[src/rtl/toggle_sched.sv]
// Round-robin scheduler granting one T flip-flop toggle at a time, with clear-all and relay cooldown.
// Latency: request sampled at edge k -> ack/t_out pulse during cycle k+1; grants spaced >= GAP+1 cycles.
// Backpressure: req is a level held until ack; req/clr are ignored while busy (COOL), losers wait in RR order.
module toggle_sched #(
  parameter int N_REQ = 4,
  parameter int N_OUT = 4,
  parameter int OUT_W = 2,
  parameter int GAP   = 8,
  parameter int GAP_W = 4
) (
  input  logic                   clk,
  input  logic                   rst,
  input  logic [N_REQ-1:0]       req,
  input  logic [N_REQ*OUT_W-1:0] sel,
  input  logic                   clr,
  output logic [N_REQ-1:0]       ack,
  output logic [N_OUT-1:0]       t_out,
  output logic [N_OUT-1:0]       q,
  output logic                   busy,
  output logic                   err
);

  localparam int RR_W = $clog2(N_REQ);

  typedef enum logic {IDLE, COOL} state_t;

  state_t           state, state_d;
  logic [GAP_W-1:0] cnt, cnt_d;
  logic [RR_W-1:0]  rr_ptr, rr_d;
  logic [N_REQ-1:0] ack_d;
  logic [N_OUT-1:0] t_d, q_d;
  logic             busy_d, err_d;

  logic [RR_W-1:0]  win;
  logic             found;
  int               idx;
  logic [OUT_W-1:0] sel_w;
  logic [N_OUT-1:0] sel_oh;
  logic             in_range;

  // Round-robin search: first requester at or above rr_ptr, wrapping.
  always_comb begin
    win   = '0;
    found = 1'b0;
    idx   = 0;
    for (int i = 0; i < N_REQ; i++) begin
      idx = (int'(rr_ptr) + i) % N_REQ;
      if (!found && req[idx[RR_W-1:0]]) begin
        found = 1'b1;
        win   = idx[RR_W-1:0];
      end
    end
  end

  assign sel_w    = sel[int'(win)*OUT_W +: OUT_W];
  assign sel_oh   = N_OUT'(1) << sel_w;
  assign in_range = (int'(sel_w) < N_OUT);

  // Next-state and next-output logic; every output is registered below.
  always_comb begin
    state_d = state;
    cnt_d   = cnt;
    rr_d    = rr_ptr;
    ack_d   = '0;
    t_d     = '0;
    q_d     = q;
    err_d   = 1'b0;
    busy_d  = 1'b0;
    case (state)
      IDLE: begin
        if (clr) begin
          // Pulse only the outputs currently on so the bank ends all-off.
          t_d     = q;
          q_d     = '0;
          state_d = COOL;
          cnt_d   = GAP_W'(GAP - 1);
        end else if (found) begin
          ack_d   = N_REQ'(1) << win;
          rr_d    = (win == RR_W'(N_REQ - 1)) ? '0 : win + 1'b1;
          state_d = COOL;
          cnt_d   = GAP_W'(GAP - 1);
          if (in_range) begin
            t_d = sel_oh;
            q_d = q ^ sel_oh;
          end else begin
            err_d = 1'b1;
          end
        end
      end
      COOL: begin
        if (cnt == '0) begin
          state_d = IDLE;
        end else begin
          cnt_d = cnt - 1'b1;
        end
      end
      default: state_d = IDLE;
    endcase
    busy_d = (state_d == COOL);
  end

  // State and output registers with synchronous reset.
  always_ff @(posedge clk) begin
    if (rst) begin
      state  <= IDLE;
      cnt    <= '0;
      rr_ptr <= '0;
      ack    <= '0;
      t_out  <= '0;
      q      <= '0;
      busy   <= 1'b0;
      err    <= 1'b0;
    end else begin
      state  <= state_d;
      cnt    <= cnt_d;
      rr_ptr <= rr_d;
      ack    <= ack_d;
      t_out  <= t_d;
      q      <= q_d;
      busy   <= busy_d;
      err    <= err_d;
    end
  end

endmodule
[config.mk]
export PLATFORM = sky130hd
export DESIGN_NAME = toggle_sched
export DESIGN_NICKNAME = d
export VERILOG_FILES = /design/src/rtl/toggle_sched.sv
export SDC_FILE = /design/constraint.sdc
export NUM_CORES = 1
export LEC_CHECK = 0
export CAP_MARGIN = 15
export CORE_MARGIN = 4
export CORE_UTILIZATION = 51
export CTS_BUF_LIST = sky130_fd_sc_hd__clkbuf_8
export CTS_CLUSTER_SIZE = 30
export DETAILED_ROUTE_END_ITERATION = 12
export PLACE_DENSITY = 0.89
export SLEW_MARGIN = 20
export SYNTH_ARGS = -nofsm -noshare
export SYNTH_HDL_FRONTEND = slang
export SYNTH_SLANG_ARGS = --single-unit
[constraint.sdc]
create_clock -name clk -period 4.83 [get_ports clk]
set_input_delay 0.966 -clock clk [delete_from_list [all_inputs] [get_ports clk]]
set_output_delay 0.966 -clock clk [all_outputs]
set_load 0.02 [all_outputs]
### Yosys cells after proc, flatten, opt, wreduce, memory -nomap -nowiden

Index checks and enable logic that the tools add are counted.
Widths: inputs -> output; s select.

* add/sub/neg operators: 5
* order comparisons: 4
* eq/ne operators: 3
* shift-type cells: 3
* mux-type cells: 29
* bitwise operators: 4
* reduce and logical (&&, ||, !) cells: 13

Operator list (number)
* $mux 4: 7
* $lt 2x3->1 const B: 4
* $mux 1: 11
* $mux 2: 5
* $bmux 1 s2: 4
* $pmux 4 s2: 1
* $shiftx 8x4->2: 1
* $shl 1x2->4 const A: 2
* $add 2x1->2 const B: 2
* $add 2x2->2 const B: 2
* $logic_not 4->1: 1
* $reduce_and 2->1: 2
* $reduce_or 4->1: 1
* $sub 4x1->4 const B: 1
* $xor 4x4->4: 1
* $logic_and 1x1->1: 3
* $logic_not 1->1: 3
* $ne 3x3->1 const B: 1
* $not 1->1: 3
* $reduce_and 3->1: 1
* $eq 2x2->1 const B: 1
* $ne 2x2->1 const B: 1
* $pmux 1 s2: 1
* $reduce_bool 2->1: 1
* $reduce_or 2->1: 1

* flip-flop bits (word level): 19
* bits of input ports: 15
* output and inout bits: 14
* word-level logic and storage cells: 67

### Longest topological paths before layout

* depth after elaboration: 17
* gate-level depth with buffers: 7
* depth with buffers taken out: 7

### Worst setup path before layout

Ideal clock, no wire load.

* kind: in2reg
* start point: input req[1]
* end point: register q[0]
* arrival: 2.216 ns
* data required time: 4.713 ns
* setup slack: 2.497 ns
* stages: 6
* path buffers: 0
* cell sequence: or3b_1 o221ai_4 mux2i_1 mux2_2 a21oi_1 o22a_1

* word-level cells in the longest chain between the ends: 17
* elaborated cells between the ends (all ways): 29
* those cells by class: shift (2); mux (18); bitwise (1); reduce/logical (8)

RTL lines
* from (decl): RTL line 13 `input logic [N_REQ-1:0] req,`
* $bmux 1 s2: RTL line 48 `if (!found && req[idx[RR_W-1:0]]) begin`
* $mux 1 (implied by the code): RTL line 48
* $mux 1: RTL line 48
* $logic_not 1->1: RTL line 48
* $logic_and 1x1->1: RTL line 48
* $mux 1: RTL line 48
* $logic_not 1->1: RTL line 48
* $logic_and 1x1->1: RTL line 48
* $mux 1: RTL line 48
* $logic_not 1->1: RTL line 48
* $logic_and 1x1->1: RTL line 48
* $mux 2: RTL line 48
* $shiftx 8x4->2: RTL line 55 `assign sel_w = sel[int'(win)*OUT_W +: OUT_W];`
* $shl 1x2->4: RTL line 56 `assign sel_oh = N_OUT'(1) << sel_w;`
* $xor 4x4->4: RTL line 84 `q_d = q ^ sel_oh;`
* $mux 4: RTL line 77 `end else if (found) begin`
* $mux 4: RTL line 71 `if (clr) begin`
* to (signal assigned): RTL line 119 `q <= q_d;`
* to (decl): RTL line 18 `output logic [N_OUT-1:0] q,`

Parallel ways exist; a longest one is shown, timed or not. The select of a mux whose other input is x is not followed.
A chain may end at the register's enable or synchronous reset.

### Worst setup path in the final report

* start point: input req[3]
* end point: register cnt[3]

* word-level cells in the longest chain between the ends: 14
* elaborated cells between the ends (all ways): 20
* those cells by class: eq/ne (1); mux (12); reduce/logical (7)

RTL lines
* $bmux 1 s2: RTL line 48
* $mux 1 (implied by the code): RTL line 48
* $mux 1: RTL line 48
* $logic_not 1->1: RTL line 48
* $logic_and 1x1->1: RTL line 48
* $mux 1: RTL line 48
* $logic_not 1->1: RTL line 48
* $logic_and 1x1->1: RTL line 48
* $mux 1: RTL line 48
* $logic_not 1->1: RTL line 48
* $logic_and 1x1->1: RTL line 48
* $mux 1 (*): RTL line 48
* $ne 3x3->1 (no line) (*)
* $reduce_and 2->1 (no line) (*)
* to (signal assigned): RTL line 115 `cnt <= cnt_d;`
* to (decl): RTL line 28 `logic [GAP_W-1:0] cnt, cnt_d;`

Mark *: on every way between the ends. The rest lies on a longest branch, timed or not. The select of a mux whose other input is x is not followed.

==> impl_metrics.env <==
export IMPL_combinationalPowerShare_pct=35.5
export IMPL_clk_pin_slew_ns=0.07
export IMPL_clockRootBuffer="clkbuf_8"
export IMPL_gp_congestion=0.755
export IMPL_start_util_pct=54.7
export IMPL_critPathKind="in -> reg"
export IMPL_place_hpwl_um=1660
export IMPL_critical_path_buf_inv_count=1
export IMPL_crit_path_cell_trace="clkdlybuf4s50_1 -> nor4_1 -> a21oi_1 -> nor2_1 -> nor4_1 -> xnor2_1 -> nor3_1"
export IMPL_num_vias=892
export IMPL_cts_hold_buffers=0
export IMPL_grt_ovfl_total=0
export IMPL_p_leak_nw=0.506
export IMPL_grt_max_degree=14
export IMPL_grt_usage_pct=18.0
export IMPL_hold_class="reg -> reg"
export IMPL_ff_latch_area_um2=380
export IMPL_worstHoldStart="cnt[0]"
export IMPL_syn2layout_area_growth_pct=35.3
export IMPL_reg2reg_from="rr_ptr[0]"
export IMPL_cp_depth=7
export IMPL_drc=0
export IMPL_die_width_um=51.3
export IMPL_end_kind="register"
export IMPL_routed_wl_um=2200
export IMPL_multi_input_area_um2=542
export IMPL_whs_endpoint="cnt[0]"
export IMPL_grt_pass1_vias=826
export IMPL_yosysSeqAreaShare_pct=39.8
export IMPL_yosys_warnings=0
export IMPL_core_area_um2=1750
export IMPL_synth_nets=119
export IMPL_detail_route_antenna_nets=0
export IMPL_arrival_ns=3.07
export IMPL_clk_path_buf_depth=2
export IMPL_worst_pin_slew_ns=0.795
export IMPL_portBuffers=27
export IMPL_skew_ns=0.000482
export IMPL_power_density_nw_per_um2=369
export IMPL_required_ns=5.00
export IMPL_hold_ws_ns=0.516
export IMPL_post_cts_buffers=0
export IMPL_synth_top_cell_area_share_pct=39.8
export IMPL_final_cell_mix="clkdlybuf4s50_1 (27), dfxtp_1 (19), a21oi_1 (8), nor3_1 (8), nor2_1 (8)"
export IMPL_whs_path_depth=1
export IMPL_dp_slack_ns=1.70
export IMPL_drtIter0Drc=25
export IMPL_seqPwrFrac_pct=42.5
export IMPL_firstDrtPassIters=4
export IMPL_path_max_fanout=8
export IMPL_grt_setup_unrepaired="false"
export IMPL_cts_tree="built"
export IMPL_clkSinkCount=19
export IMPL_timing_final_ws_setup_ns=1.93
export IMPL_worstSetupStartpointType="input pin"
export IMPL_mostFrequentLayoutCell="clkdlybuf4s50_1"
export IMPL_synth_largest_area_cell="dfxtp_1"
export IMPL_h_tree_depth=1
export IMPL_pwr_share_clk_pct=21.9
export IMPL_status="finished clean"
export IMPL_drive_gt1_share_pct=8.46
export IMPL_wl_per_cell_um=14.2
export IMPL_dieArea_um2=2630
export IMPL_reg2reg_depth=6
export IMPL_slew_headroom_pct=46.5
export IMPL_synth_seq_cells=19
export IMPL_setup_violations=0
export IMPL_netlist_area_um2=955
export IMPL_synth_area_leaders="dfxtp_1 (40%), mux2i_1 (5.2%), a21oi_1 (4.2%)"
export IMPL_fp_dieH_um=51.3
export IMPL_numCtsBuffers=3
export IMPL_setup_tns_ns=0
export IMPL_syn_inst=102
export IMPL_p_int_mw=0.321
export IMPL_period_minus_slack_ns=2.90
export IMPL_insertedDiodeCount=0
export IMPL_r2r_end="q[0]"
export IMPL_grt_antenna_before_repair=0
export IMPL_row_count=15
export IMPL_max_clock_freq_mhz=345
export IMPL_power_switching_mw=0.156
export IMPL_netSwitchingFraction_pct=32.7
export IMPL_yosysUniqueCellTypes=35
export IMPL_finish_utilization_pct=74.0
export IMPL_grt_pass1_wl_um=3650
export IMPL_cap_violations=0
export IMPL_p_total_mw=0.476
export IMPL_timing_final_crit_share_pct=60.1
export IMPL_hold_viol_final=0
export IMPL_cp_common_cell="nor4_1"
export IMPL_ff2ff_setup_slack_ns=2.79
export IMPL_clk_latency_ns=0.25
export IMPL_fin_nets=148
export IMPL_critPathTopFamily="simple AND/OR/NAND/NOR gates"
export IMPL_peakVddDrop_v=0.000254
export IMPL_crit_path_max_incr_delay_ns=0.72
export IMPL_vias_per_cell=5.75
export IMPL_cts_resized=0
export IMPL_slew_viol_final=0
export IMPL_nFillCells=145
export IMPL_postSynthAreaPerCell_um2=9.36
export IMPL_pin_count=29
export IMPL_cp_slowest_cell="nor4_1"
-- registers in the layout, summed over array words and instances (netlist names) --
name / flops
cnt: 4
ack: 4
q: 4
t_out: 4
rr_ptr: 2
state: 1
-- power groups by stage --
stage               Combinational [mW]  Sequential, mW  Clock [mW]
finish                           0.169           0.202       0.105
global route                     0.185           0.205       0.111
CTS                              0.170           0.201       0.106
detailed placement               0.169           0.205           0
global placement                 0.164           0.203           0
floorplan                       0.0831           0.224           0
-- routing by layer --
layer | global-route usage [%] | part of all wire (%) | up-vias | routed length [µm]
li1 | - | - | 442 | -
met2 | 29.2 | 48 | 33 | 1050
met1 | 22.1 | 42 | 409 | 932
met3 | 3.50 | 6.4 | 8 | 140
met4 | 10.0 | 3.3 | 0 | 73
met5 | 0 | 0 | - | 0
-- how the worst max path moves through the flow --
stage                start     end  slack [ns]
floorplan           req[1]    q[0]        2.50
global placement    req[0]    q[0]        1.81
detailed placement  req[0]    q[0]        1.70
CTS                 req[0]    q[0]        1.96
global route        req[3]  cnt[3]        1.75
finish              req[3]  cnt[3]        1.93
-- synthesized netlist by cell type, drive strengths merged --
cell type,number
buf,2
nand2b,1
nand4b,1
and3,2
a32o,3
or3b,1
o221ai,1
o211ai,1
dfxtp,19
inv,6
xnor2,2
conb,1
nor2b,2
ha,2
mux2i,7
a31oi,4
o21ai,6
a21oi,8
o22a,1
nand2,1
clkbuf,1
or4,1
o2bb2a,1
a211oi,4
mux2,2
nor2,8
a21boi,2
nor4,3
a21o,1
nor3,8
-- logic make-up after synthesis --
kind of cell               synth area share, %
AOI/OAI and AO/OA                         24.8
muxes                                     10.9
DFF                                       39.8
and+or+nand+nor                           15.6
xor gates and xnor gates                  1.84
buffers and inverters                     4.06
adders and majority gates                 2.62
other                                    0.393
-- per-stage QoR --
| stage | area (µm²) | std cells |
|---|---|---|
| after global placement | 1240 | 151 |
| after floorplan | 955 | 102 |
| after CTS | 1280 | 155 |
| final | 1290 | 155 |
| after detailed placement | 1240 | 151 |
| after global routing | 1290 | 155 |
-- layout make-up --
type | count | share of cell area, %
Multi-Input combinational cell | 74 | 42.0
Sequential cell | 19 | 29.5
Timing Repair Buffer | 27 | 20.9
Clock buffer | 3 | 3.20
Tap cell | 25 | 2.42
Inverter | 6 | 1.74
Clock inverter | 1 | 0.291
(Power assumes the default switching activity.)
